[src/rtl/float_addsub_pipe.sv]
// Three-stage IEEE-754 add/subtract: flush-to-zero inputs, round-to-nearest-even, valid/ready flow.
// Stage 1 aligns operands, stage 2 adds and counts leading zeros, stage 3 rounds and selects specials.
module float_addsub_pipe #(
  parameter int EXPO_WIDTH = 8,
  parameter int MANT_WIDTH = 23,
  parameter int TAG_WIDTH  = 4
) (
  input  logic                           clk,
  input  logic                           rst,
  input  logic                           in_valid,
  output logic                           in_ready,
  input  logic [EXPO_WIDTH+MANT_WIDTH:0] op_a,
  input  logic [EXPO_WIDTH+MANT_WIDTH:0] op_b,
  input  logic                           sub,
  input  logic [TAG_WIDTH-1:0]           tag_in,
  output logic                           out_valid,
  input  logic                           out_ready,
  output logic [EXPO_WIDTH+MANT_WIDTH:0] result,
  output logic [3:0]                     flags,
  output logic [TAG_WIDTH-1:0]           tag_out
);
  localparam int EW = EXPO_WIDTH;
  localparam int MW = MANT_WIDTH;
  localparam int DW = 1 + EW + MW;
  localparam int AW = MW + 4;  // hidden bit, mantissa, guard, round, sticky
  localparam int SW = MW + 5;  // AW plus carry
  localparam int LW = $clog2(SW + 1);
  localparam int XW = ((EW > LW) ? EW : LW) + 2;
  localparam logic [EW-1:0] EXP_ONES = '1;
  localparam logic [DW-1:0] QNAN = {1'b0, EXP_ONES, 1'b1, {(MW-1){1'b0}}};

  logic v1, v2, load1, load2, load3;

  assign load3    = !out_valid || out_ready;
  assign load2    = !v2 || load3;
  assign load1    = !v1 || load2;
  assign in_ready = load1;

  always_ff @(posedge clk or posedge rst) begin
    if (rst) begin
      v1        <= 1'b0;
      v2        <= 1'b0;
      out_valid <= 1'b0;
    end else begin
      if (load1) v1 <= in_valid;
      if (load2) v2 <= v1;
      if (load3) out_valid <= v2;
    end
  end

  // ---------------- stage 1: decode and align ----------------
  logic          sa, sb;
  logic [EW-1:0] ea, eb;
  logic [MW-1:0] ma, mb;
  logic          a_ones, b_ones, a_nan, b_nan, a_snan, b_snan, a_inf, b_inf, a_zero, b_zero;

  assign sa     = op_a[DW-1];
  assign sb     = op_b[DW-1] ^ sub;
  assign ea     = op_a[DW-2:MW];
  assign eb     = op_b[DW-2:MW];
  assign ma     = op_a[MW-1:0];
  assign mb     = op_b[MW-1:0];
  assign a_ones = (ea == EXP_ONES);
  assign b_ones = (eb == EXP_ONES);
  assign a_nan  = a_ones && (ma != '0);
  assign b_nan  = b_ones && (mb != '0);
  assign a_snan = a_nan && !ma[MW-1];
  assign b_snan = b_nan && !mb[MW-1];
  assign a_inf  = a_ones && (ma == '0);
  assign b_inf  = b_ones && (mb == '0);
  assign a_zero = (ea == '0);
  assign b_zero = (eb == '0);

  logic          swap, sign_c, spec_c, nv_c;
  logic [EW-1:0] e_big, e_sml, e_diff;
  logic [MW:0]   sig_a, sig_b;
  logic [AW-1:0] big_c, sml_ext, sml_c;
  logic [DW-1:0] spec_res_c;

  always_comb begin
    sig_a   = a_zero ? '0 : {1'b1, ma};
    sig_b   = b_zero ? '0 : {1'b1, mb};
    swap    = {eb, sig_b} > {ea, sig_a};
    e_big   = swap ? eb : ea;
    e_sml   = swap ? ea : eb;
    sign_c  = swap ? sb : sa;
    big_c   = {(swap ? sig_b : sig_a), 3'b000};
    sml_ext = {(swap ? sig_a : sig_b), 3'b000};
    e_diff  = e_big - e_sml;
    if (int'(e_diff) >= MW + 3)
      sml_c = {{(AW-1){1'b0}}, |sml_ext};
    else
      sml_c = (sml_ext >> e_diff) |
              {{(AW-1){1'b0}}, |(sml_ext & ~({AW{1'b1}} << e_diff))};

    nv_c       = a_snan || b_snan || (a_inf && b_inf && (sa != sb));
    spec_c     = 1'b1;
    spec_res_c = QNAN;
    if (a_nan || b_nan || (a_inf && b_inf && (sa != sb)))
      spec_res_c = QNAN;
    else if (a_inf)
      spec_res_c = {sa, EXP_ONES, {MW{1'b0}}};
    else if (b_inf)
      spec_res_c = {sb, EXP_ONES, {MW{1'b0}}};
    else if (a_zero && b_zero)
      spec_res_c = {sa && sb, {(DW-1){1'b0}}};  // only -0 plus -0 keeps the sign
    else
      spec_c = 1'b0;
  end

  logic                 s1_special, s1_nv, s1_sign, s1_effsub;
  logic [DW-1:0]        s1_spec_res;
  logic [EW-1:0]        s1_exp;
  logic [AW-1:0]        s1_big, s1_sml;
  logic [TAG_WIDTH-1:0] s1_tag;

  always_ff @(posedge clk) begin
    if (load1 && in_valid) begin
      s1_special  <= spec_c;
      s1_nv       <= nv_c;
      s1_spec_res <= spec_res_c;
      s1_sign     <= sign_c;
      s1_effsub   <= (sa != sb);
      s1_exp      <= e_big;
      s1_big      <= big_c;
      s1_sml      <= sml_c;
      s1_tag      <= tag_in;
    end
  end

  // ---------------- stage 2: magnitude add and leading-zero count ----------------
  logic [SW-1:0] sum_c;
  logic [LW-1:0] lz_c;

  always_comb begin
    if (s1_effsub) sum_c = {1'b0, s1_big} - {1'b0, s1_sml};
    else           sum_c = {1'b0, s1_big} + {1'b0, s1_sml};
    lz_c = LW'(SW);
    for (int i = 0; i < SW; i++)
      if (sum_c[i]) lz_c = LW'(SW - 1 - i);
  end

  logic                 s2_special, s2_nv, s2_sign;
  logic [DW-1:0]        s2_spec_res;
  logic [EW-1:0]        s2_exp;
  logic [SW-1:0]        s2_sum;
  logic [LW-1:0]        s2_lz;
  logic [TAG_WIDTH-1:0] s2_tag;

  always_ff @(posedge clk) begin
    if (load2 && v1) begin
      s2_special  <= s1_special;
      s2_nv       <= s1_nv;
      s2_spec_res <= s1_spec_res;
      s2_sign     <= s1_sign;
      s2_exp      <= s1_exp;
      s2_sum      <= sum_c;
      s2_lz       <= lz_c;
      s2_tag      <= s1_tag;
    end
  end

  // ---------------- stage 3: normalise, round, select ----------------
  logic [SW-1:0] norm;
  logic [XW-1:0] exp_n, exp_r;
  logic [MW:0]   rnd;
  logic          g, r, s, inc, nx, uf, of;
  logic [DW-1:0] res_c;
  logic [3:0]    flags_c;

  always_comb begin
    norm  = s2_sum << s2_lz;
    exp_n = XW'(s2_exp) + XW'(1) - XW'(s2_lz);
    g     = norm[3];
    r     = norm[2];
    s     = |norm[1:0];
    inc   = g && (r || s || norm[4]);
    rnd   = {1'b0, norm[MW+3:4]} + {{MW{1'b0}}, inc};
    exp_r = exp_n + {{(XW-1){1'b0}}, rnd[MW]};
    nx    = g || r || s;
    uf    = exp_n[XW-1] || (exp_n == '0);
    of    = !uf && (exp_r >= XW'(EXP_ONES));

    res_c   = {s2_sign, exp_r[EW-1:0], rnd[MW-1:0]};
    flags_c = {3'b000, nx};
    if (s2_special) begin
      res_c   = s2_spec_res;
      flags_c = {s2_nv, 3'b000};
    end else if (!norm[SW-1]) begin
      res_c   = '0;  // exact cancellation
      flags_c = 4'b0000;
    end else if (uf) begin
      res_c   = {s2_sign, {(DW-1){1'b0}}};
      flags_c = 4'b0011;
    end else if (of) begin
      res_c   = {s2_sign, EXP_ONES, {MW{1'b0}}};
      flags_c = 4'b0101;
    end
  end

  always_ff @(posedge clk or posedge rst) begin
    if (rst) begin
      result  <= '0;
      flags   <= '0;
      tag_out <= '0;
    end else if (load3 && v2) begin
      result  <= res_c;
      flags   <= flags_c;
      tag_out <= s2_tag;
    end
  end

endmodule

[config.mk]
export PLATFORM = sky130hd
export DESIGN_NAME = float_addsub_pipe
export DESIGN_NICKNAME = d
export VERILOG_FILES = /design/src/rtl/float_addsub_pipe.sv
export SDC_FILE = /design/constraint.sdc
export NUM_CORES = 1
export LEC_CHECK = 0
export CORE_MARGIN = 2
export CORE_UTILIZATION = 30
export CTS_CLUSTER_DIAMETER = 120
export CTS_CLUSTER_SIZE = 25
export DETAILED_ROUTE_END_ITERATION = 10
export DONT_BUFFER_PORTS = 1
export PLACE_DENSITY_LB_ADDON = 0.15
export SLEW_MARGIN = 0
export SYNTH_ARGS = -nofsm -noshare
export SYNTH_HDL_FRONTEND = slang
export SYNTH_SLANG_ARGS = --single-unit
[constraint.sdc]
create_clock -name clk -period 6 [get_ports clk]
set_input_delay 1.5 -clock clk [delete_from_list [all_inputs] [get_ports clk]]
set_output_delay 1.5 -clock clk [all_outputs]
set_load 0.03 [all_outputs]
==> results.json, run 1 <==
{
  "place_hpwl_mm": 39.8,
  "vias_per_cell": 5.35,
  "initial_core_util": 0.304,
  "drt_first_iter_violations": 907,
  "power_leakage_uw": 0.00731,
  "wire_length_of_the_first_global_routing_pass_mm": 75.2,
  "boundaryPins": 115,
  "detail_route.wirelength.met1_mm": 22.1,
  "placedCellCount": 2376,
  "cap_violations": 0,
  "synth_nets": 1823,
  "placementRows": 80,
  "synth_ff_type": "sky130_fd_sc_hd__edfxtp_1",
  "area_growth_syn_to_fin_pct": 21.0,
  "nets": 1973,
  "worstPathMaxFanout": 27,
  "chipWidth_um": 224,
  "yosys_reg_bits": 164,
  "cp.arrival_ns": 6.17,
  "path_clk_slew_ns": 0.08,
  "setup_ws_ns": 0.122,
  "die-height_um": 224,
  "antennaDiodeCount": 0,
  "total_global_route_track_usage": 0.195,
  "total_via_count_after_detailed_routing": 12972,
  "drc_errors": 0,
  "clock_latency_ns": 0.46,
  "wl_met3_mm": 1.75,
  "tritoncts_clock_tree": "yes",
  "rsz0062_at_grt": "true",
  "grt_pass1_vias": 12723,
  "hold-worst-slack_ns": 0.414,
  "required_time_of_the_worst_setup_path_ns": 6.29,
  "routed_wl_mm": 49.0,
  "dr.max_layer_used": "met4",
  "timing.critical_path.to_type": "register",
  "post_drt_wl_per_cell_um": 20.2,
  "criticalPathCategory": "in -> reg",
  "report.final.slew_viol_count": 0,
  "synthArstFlopShare": 0.262,
  "clock_tree.root_cell": "sky130_fd_sc_hd__clkbuf_16",
  "numPortBuffers": 0,
  "holdCritPathClass": "reg -> reg",
  "cts_buffer_depth": 2,
  "grt_overflow_total": 0,
  "yosys_warnings": 0,
  "post-route-min-period_ns": 5.88,
  "totalNegativeSetupSlack_ns": 0,
  "setup-violations-final": 0,
  "design.core.area_um2": 47700,
  "htree_levels": 4,
  "cp-start-kind": "input port",
  "dp_worst_setup_slack_ns": -0.579,
  "numClockSinks": 164,
  "synth.yosys.seq_area_share": 0.325,
  "post_layout_nonfiller_instances": 2424,
  "synth-edff-count": 121,
  "met2WireLength_mm": 24.5,
  "tightest_slew_ns": 1.03,
  "syn_area_per_cell_um2": 8.81,
  "timing.fmax_mhz": 170,
  "detailedRoute.firstPassIterationCount": 5,
  "slew_headroom": 0.303,
  "power_density_nw_per_um2": 299,
  "cts_inserted_buffers": 17,
  "layout_worst_path_cycle_share": 0.980,
  "cts-hold-fix-buffers": 0,
  "irDropWorstVdd_v": 0.000173,
  "largest_net_degree_at_the_start_of_global_routing": 52,
  "post_synth_inst_count": 1646,
  "yosysUniqueCellTypes": 94,
  "mappedNetlistArea_um2": 14500,
  "antenna_violation_net_count_after_detailed_routing": 0,
  "clk_skew_ns": 0.0188,
  "fp.dieArea_um2": 50100,
  "drive_gt1_frac": 0.206,
  "final-hold-violation-count": 0,
  "gp_routability_congestion": 0.940,
  "grt_antenna_before_repair": 1,
  "status": "finished clean"
}
[synthesized netlist by cell type (all sizes together), types with 12 or more instances]
library cell,instances,area share
nand2,227,0.059
o21ai,124,0.043
edfxtp,121,0.25
nor2,118,0.031
inv,113,0.029
ha,102,0.088
a21oi,91,0.031
mux2i,56,0.040
clkbuf,53,0.014
dfrtp,43,0.074
xnor2,43,0.030
nand3,40,0.014
nor3,32,0.011
mux2,31,0.024
buf,26,0.011
a21o,24,0.012
mux4,24,0.037
xor2,24,0.014
o211ai,22,0.012
nand2b,20,0.0086
nand4,20,0.0091
nor4,20,0.0091
a211oi,16,0.0083
nor2b,16,0.0069
and2,15,0.0065
o21bai,13,0.0067
o22ai,13,0.0056
or3,13,0.0056
a31oi,12,0.0052
[metal layers]
metal	GRT usage	vias to the layer above
li1	-	6373
met1	0.248	6294
met2	0.349	276
met3	0.0298	29
met4	0.0437	0
met5	0	-
[kinds of logic after synthesis]
| group | synth area share |
|---|---|
| buffers and inverters | 0.0546 |
| and+or+nand+nor | 0.181 |
| AOI/OAI and AO/OA | 0.202 |
| DFF | 0.325 |
| adders and majority gates | 0.0922 |
| xor gates and xnor gates | 0.0449 |
| muxes | 0.101 |
[what timing repair did]
item,in CTS,in global routing
setup buffers,0,15
gates resized for setup,1,28
pin swaps,0,19
setup endpoints to repair,1,52
gates cloned,0,1
[registers in the layout, summed over array words and instances (netlist names), 4 cells and up]
| name | cells |
|---|---|
| flags | 4 |
| result | 32 |
| s1_big | 24 |
| s1_exp | 8 |
| s1_sml | 27 |
| s1_tag | 4 |
| s2_exp | 8 |
| s2_lz | 5 |
| s2_sum | 28 |
| s2_tag | 4 |
| tag_out | 4 |
[stage by stage]
stage | total power (uW) | utilization | instance area (um^2)
global placement | 4040 | 0.348 | 16600
detailed placement | 4030 | 0.348 | 16600
finish | 5240 | 0.367 | 17500
CTS | 5200 | 0.361 | 17200
global route | 5560 | 0.367 | 17500
floorplan | 3230 | - | 14700
[report_power, final]
group | total (uW) | internal (uW) | switching, uW | leakage [uW]
logic | 2450 | 1040 | 1410 | 0.00530
registers | 1640 | 1410 | 226 | 0.00173
clock network | 1150 | 600 | 549 | 0.000289
[path summary, 6_finish.rpt]
check	startpoint	endpoint	slack, ns	cells after the start
max	op_b[29]	s1_sml[7]	0.12	24
min	s1_exp[5]	s2_exp[5]	0.41	0
max reg2reg	s2_lz[0]	result[20]	0.61	21
min reg2reg	s1_exp[5]	s2_exp[5]	0.41	0
max in group asynchronous	rst	result[9]	4.34	1
min in group asynchronous	rst	result[28]	1.09	1
[layout make-up]
class,instances,area [um^2]
fill,4889,30200
multi-input combinational,1287,9310
sequential,164,4710
timing repair buffer,210,1710
tap,615,769
inverter,116,437
clock buffer,17,425
clock inverter,15,184
[cells in the final DEF, fill, tap and decap left out, drive strengths merged, types with 15 or more instances in the layout]
cell and count:
and2 15, clkbuf 18, xor2 24, buf 209, a21o 24, nor4 20
o211ai 22, edfxtp 121, nand4 20, xnor2 43, mux4 24, nor2 118
mux2 31, nand2 227, o21ai 124, mux2i 56, a211oi 16, nand2b 20
a21oi 91, dfrtp 43, ha 102, nor2b 16, nor3 32, nand3 40
inv 121
[worst max-delay path, stage by stage]
cell	delay, ns
sky130_fd_sc_hd__nor4_4	0.26
sky130_fd_sc_hd__nand2_2	0.11
sky130_fd_sc_hd__buf_12	0.18
sky130_fd_sc_hd__nand2_1	0.10
sky130_fd_sc_hd__inv_1	0.06
sky130_fd_sc_hd__ha_1	0.32
sky130_fd_sc_hd__a21o_1	0.19
sky130_fd_sc_hd__a221o_1	0.34
sky130_fd_sc_hd__a21oi_2	0.21
sky130_fd_sc_hd__o211ai_1	0.19
sky130_fd_sc_hd__o211ai_4	0.16
sky130_fd_sc_hd__a31oi_1	0.13
sky130_fd_sc_hd__ha_2	0.20
sky130_fd_sc_hd__o21a_1	0.18
sky130_fd_sc_hd__o21ai_2	0.16
sky130_fd_sc_hd__nand2_1	0.13
sky130_fd_sc_hd__a2111oi_4	0.37
sky130_fd_sc_hd__a21oi_2	0.08
sky130_fd_sc_hd__xnor2_2	0.16
sky130_fd_sc_hd__buf_4	0.16
sky130_fd_sc_hd__buf_4	0.14
sky130_fd_sc_hd__buf_4	0.18
sky130_fd_sc_hd__or4_1	0.53
sky130_fd_sc_hd__o21ai_0	0.11
(Power assumes the default switching activity.)
==> inputs of run 2 (changes only) <==
--- a/config.mk
+++ b/config.mk
@@ -6,12 +6,13 @@
 export NUM_CORES = 1
 export LEC_CHECK = 0
 export CORE_MARGIN = 2
-export CORE_UTILIZATION = 30
+export CORE_UTILIZATION = 28
 export CTS_CLUSTER_DIAMETER = 120
 export CTS_CLUSTER_SIZE = 25
 export DETAILED_ROUTE_END_ITERATION = 10
 export DONT_BUFFER_PORTS = 1
 export PLACE_DENSITY_LB_ADDON = 0.15
+export SETUP_SLACK_MARGIN = 0.5
 export SLEW_MARGIN = 0
 export SYNTH_ARGS = -nofsm -noshare
 export SYNTH_HDL_FRONTEND = slang
==> run 2 against run 1 <==
Global-route usage shrank 0.71 points. Wire length up 3.5%. Sequential share of layout area fell by 0.65 points. Non-clock buffer count up 15. Count of clock-buffer cells in the layout is the same.
==> results.json, run 2 (synthesis results as in run 1) <==
{
  "power_leakage_uw": 0.00742,
  "path_clk_slew_ns": 0.07,
  "initial_core_util": 0.283,
  "cts_inserted_buffers": 17,
  "setup-violations-final": 0,
  "hold_path_startpoint": "s1_exp[3]",
  "combinational_group_share_of_total_power": 0.487,
  "setup.reg_to_reg.worst_slack_ns": 0.88,
  "report.final.slew_viol_count": 0,
  "timing.fmax_mhz": 171,
  "required_time_of_the_worst_setup_path_ns": 6.28,
  "irDropWorstVdd_v": 0.000210,
  "cp-start-kind": "input port",
  "design.core.area_um2": 51300,
  "post-route-min-period_ns": 5.86,
  "rsz0062_at_grt": "true",
  "numPortBuffers": 0,
  "grt_pass1_vias": 13048,
  "placed_area_um2": 16800,
  "detailedRoute.firstPassIterationCount": 5,
  "boundaryPins": 115,
  "min_delay_worst_endpoint": "s2_exp[3]",
  "clock_tree.root_cell": "sky130_fd_sc_hd__clkbuf_16",
  "place_hpwl_mm": 40.9,
  "htree_levels": 4,
  "r2r.worst_path.cells": 23,
  "chipWidth_um": 232,
  "antenna_violation_net_count_after_detailed_routing": 0,
  "power.switching_uw": 2250,
  "cp.arrival_ns": 6.14,
  "area_growth_syn_to_fin_pct": 24.0,
  "total_global_route_track_usage": 0.188,
  "nets": 1989,
  "most-common-layout-cells": "sky130_fd_sc_hd__nand2_1 (212), sky130_fd_sc_hd__buf_4 (207), sky130_fd_sc_hd__edfxtp_1 (121)",
  "holdCritPathClass": "reg -> reg",
  "switching_share": 0.422,
  "p_seq_frac": 0.308,
  "timing.critical_path.to_type": "register",
  "gp_routability_congestion": 0.906,
  "tritoncts_clock_tree": "yes",
  "final-hold-violation-count": 0,
  "status": "finished clean",
  "largest_net_degree_at_the_start_of_global_routing": 52,
  "post_drt_wl_per_cell_um": 20.2,
  "placementRows": 83,
  "drc_errors": 0,
  "criticalPathCategory": "in -> reg",
  "fp.dieArea_um2": 53600,
  "cts_buffer_depth": 2,
  "r2r_startpoint": "s2_lz[0]",
  "worstPathBufferInverterCount": 3,
  "largest_register_ff_count": 32,
  "cts-hold-fix-buffers": 0,
  "hold-worst-slack_ns": 0.421,
  "worst_r2r_endpoint": "result[25]",
  "wire_length_of_the_first_global_routing_pass_mm": 77.8,
  "routed_wl_mm": 50.7,
  "dp_worst_setup_slack_ns": -0.503,
  "drt_first_iter_violations": 951,
  "total_via_count_after_detailed_routing": 13169,
  "critPathSlowestCell": "sky130_fd_sc_hd__or3_1",
  "final_area_um2": 18000,
  "die-height_um": 232,
  "slew_headroom": 0.336,
  "internal_power_uw": 3080,
  "grt_antenna_before_repair": 0,
  "cap_violations": 0,
  "numClockSinks": 164,
  "worstPathMaxFanout": 13,
  "power_density_nw_per_um2": 297,
  "tightest_slew_ns": 0.986,
  "layout_worst_path_cycle_share": 0.977,
  "setup_ws_ns": 0.140,
  "grt_overflow_total": 0,
  "clk_skew_ns": 0.0187,
  "cp_slowest_stage_delay_ns": 0.37,
  "vias_per_cell": 5.25,
  "drive_gt1_frac": 0.232,
  "biggestRegsByFlops": "result: 32 flops, s2_sum: 28 flops, s1_sml: 27 flops",
  "clock_latency_ns": 0.46,
  "largest_register": "result",
  "mostFrequentLayoutCell": "sky130_fd_sc_hd__nand2_1",
  "timing.hold.worst_path_depth": 0,
  "crit_family": "simple AND/OR/NAND/NOR gates",
  "clock_power_share": 0.205
}
[run 2: changes by cell type in the layout (fill, tap and decap cells not counted), moves of 3 or more]
cell and delta:
sky130_fd_sc_hd__and3_4 +3, sky130_fd_sc_hd__inv_6 +3, sky130_fd_sc_hd__buf_4 +8, sky130_fd_sc_hd__nor2_1 -7
sky130_fd_sc_hd__a21oi_1 -3, sky130_fd_sc_hd__and3_1 -3, sky130_fd_sc_hd__nor2_2 +5, sky130_fd_sc_hd__o21ai_0 -5
sky130_fd_sc_hd__o21ai_2 +5, sky130_fd_sc_hd__nor3_1 -5, sky130_fd_sc_hd__buf_6 +6, sky130_fd_sc_hd__nor3_2 +3
[run 2: per-layer routing]
| layer | vias to the layer above | global-route usage | wire length (um) |
|---|---|---|---|
| met1 | 6420 | 0.244 | 23100 |
| met4 | 0 | 0.0471 | 977 |
| met3 | 47 | 0.0303 | 2090 |
| li1 | 6384 | - | - |
| met2 | 318 | 0.325 | 24500 |
| met5 | - | 0 | 0 |
[run 2: power groups by stage]
stage / Sequential, uW / Combinational (uW) / Clock, uW
3_5_place_dp: 1690 / 2380 / 0
5_1_grt: 1660 / 2830 / 1170
3_3_place_gp: 1680 / 2390 / 0
6_report: 1640 / 2600 / 1090
2_1_floorplan: 1610 / 1620 / 0
4_1_cts: 1650 / 2510 / 1120
[run 2: through the flow]
stage | cells | TNS [ns] | total power, uW | utilization
after floorplan | 1646 | -14.58 | 3230 | -
after global placement | 2448 | -6.51 | 4080 | 0.327
after detailed placement | 2448 | -6.96 | 4070 | 0.327
after CTS | 2495 | 0 | 5280 | 0.344
after global routing | 2505 | -0.106 | 5660 | 0.350
final | 2506 | 0 | 5330 | 0.350
[run 2: what timing repair did]
action,CTS,global route
gates resized for setup,38,53
pin swaps,13,18
setup buffers,14,9
setup endpoints to repair,57,60
gates cloned,1,1
hold endpoints to repair,0,0
[run 2: worst max-delay path by stage]
| stage | end | cells past startpoint | start |
|---|---|---|---|
| 4_1_cts | s1_sml[0] | 24 | op_b[29] |
| 2_1_floorplan | s1_sml[0] | 30 | op_b[29] |
| 3_3_place_gp | s1_sml[26] | 23 | op_b[29] |
| 3_5_place_dp | s1_sml[26] | 24 | op_b[29] |
| 6_report | s1_sml[0] | 26 | op_b[29] |
| 5_1_grt | s1_sml[0] | 26 | op_b[24] |
[run 2: final cells by class]
class,instances,area [um^2]
Multi-Input combinational cell,1288,9540
Clock inverter,15,159
Antenna cell,1,2.50
Timing Repair Buffer,225,1850
Fill cell,5348,33300
Clock buffer,17,425
Sequential cell,164,4710
Tap cell,680,851
Inverter,116,445
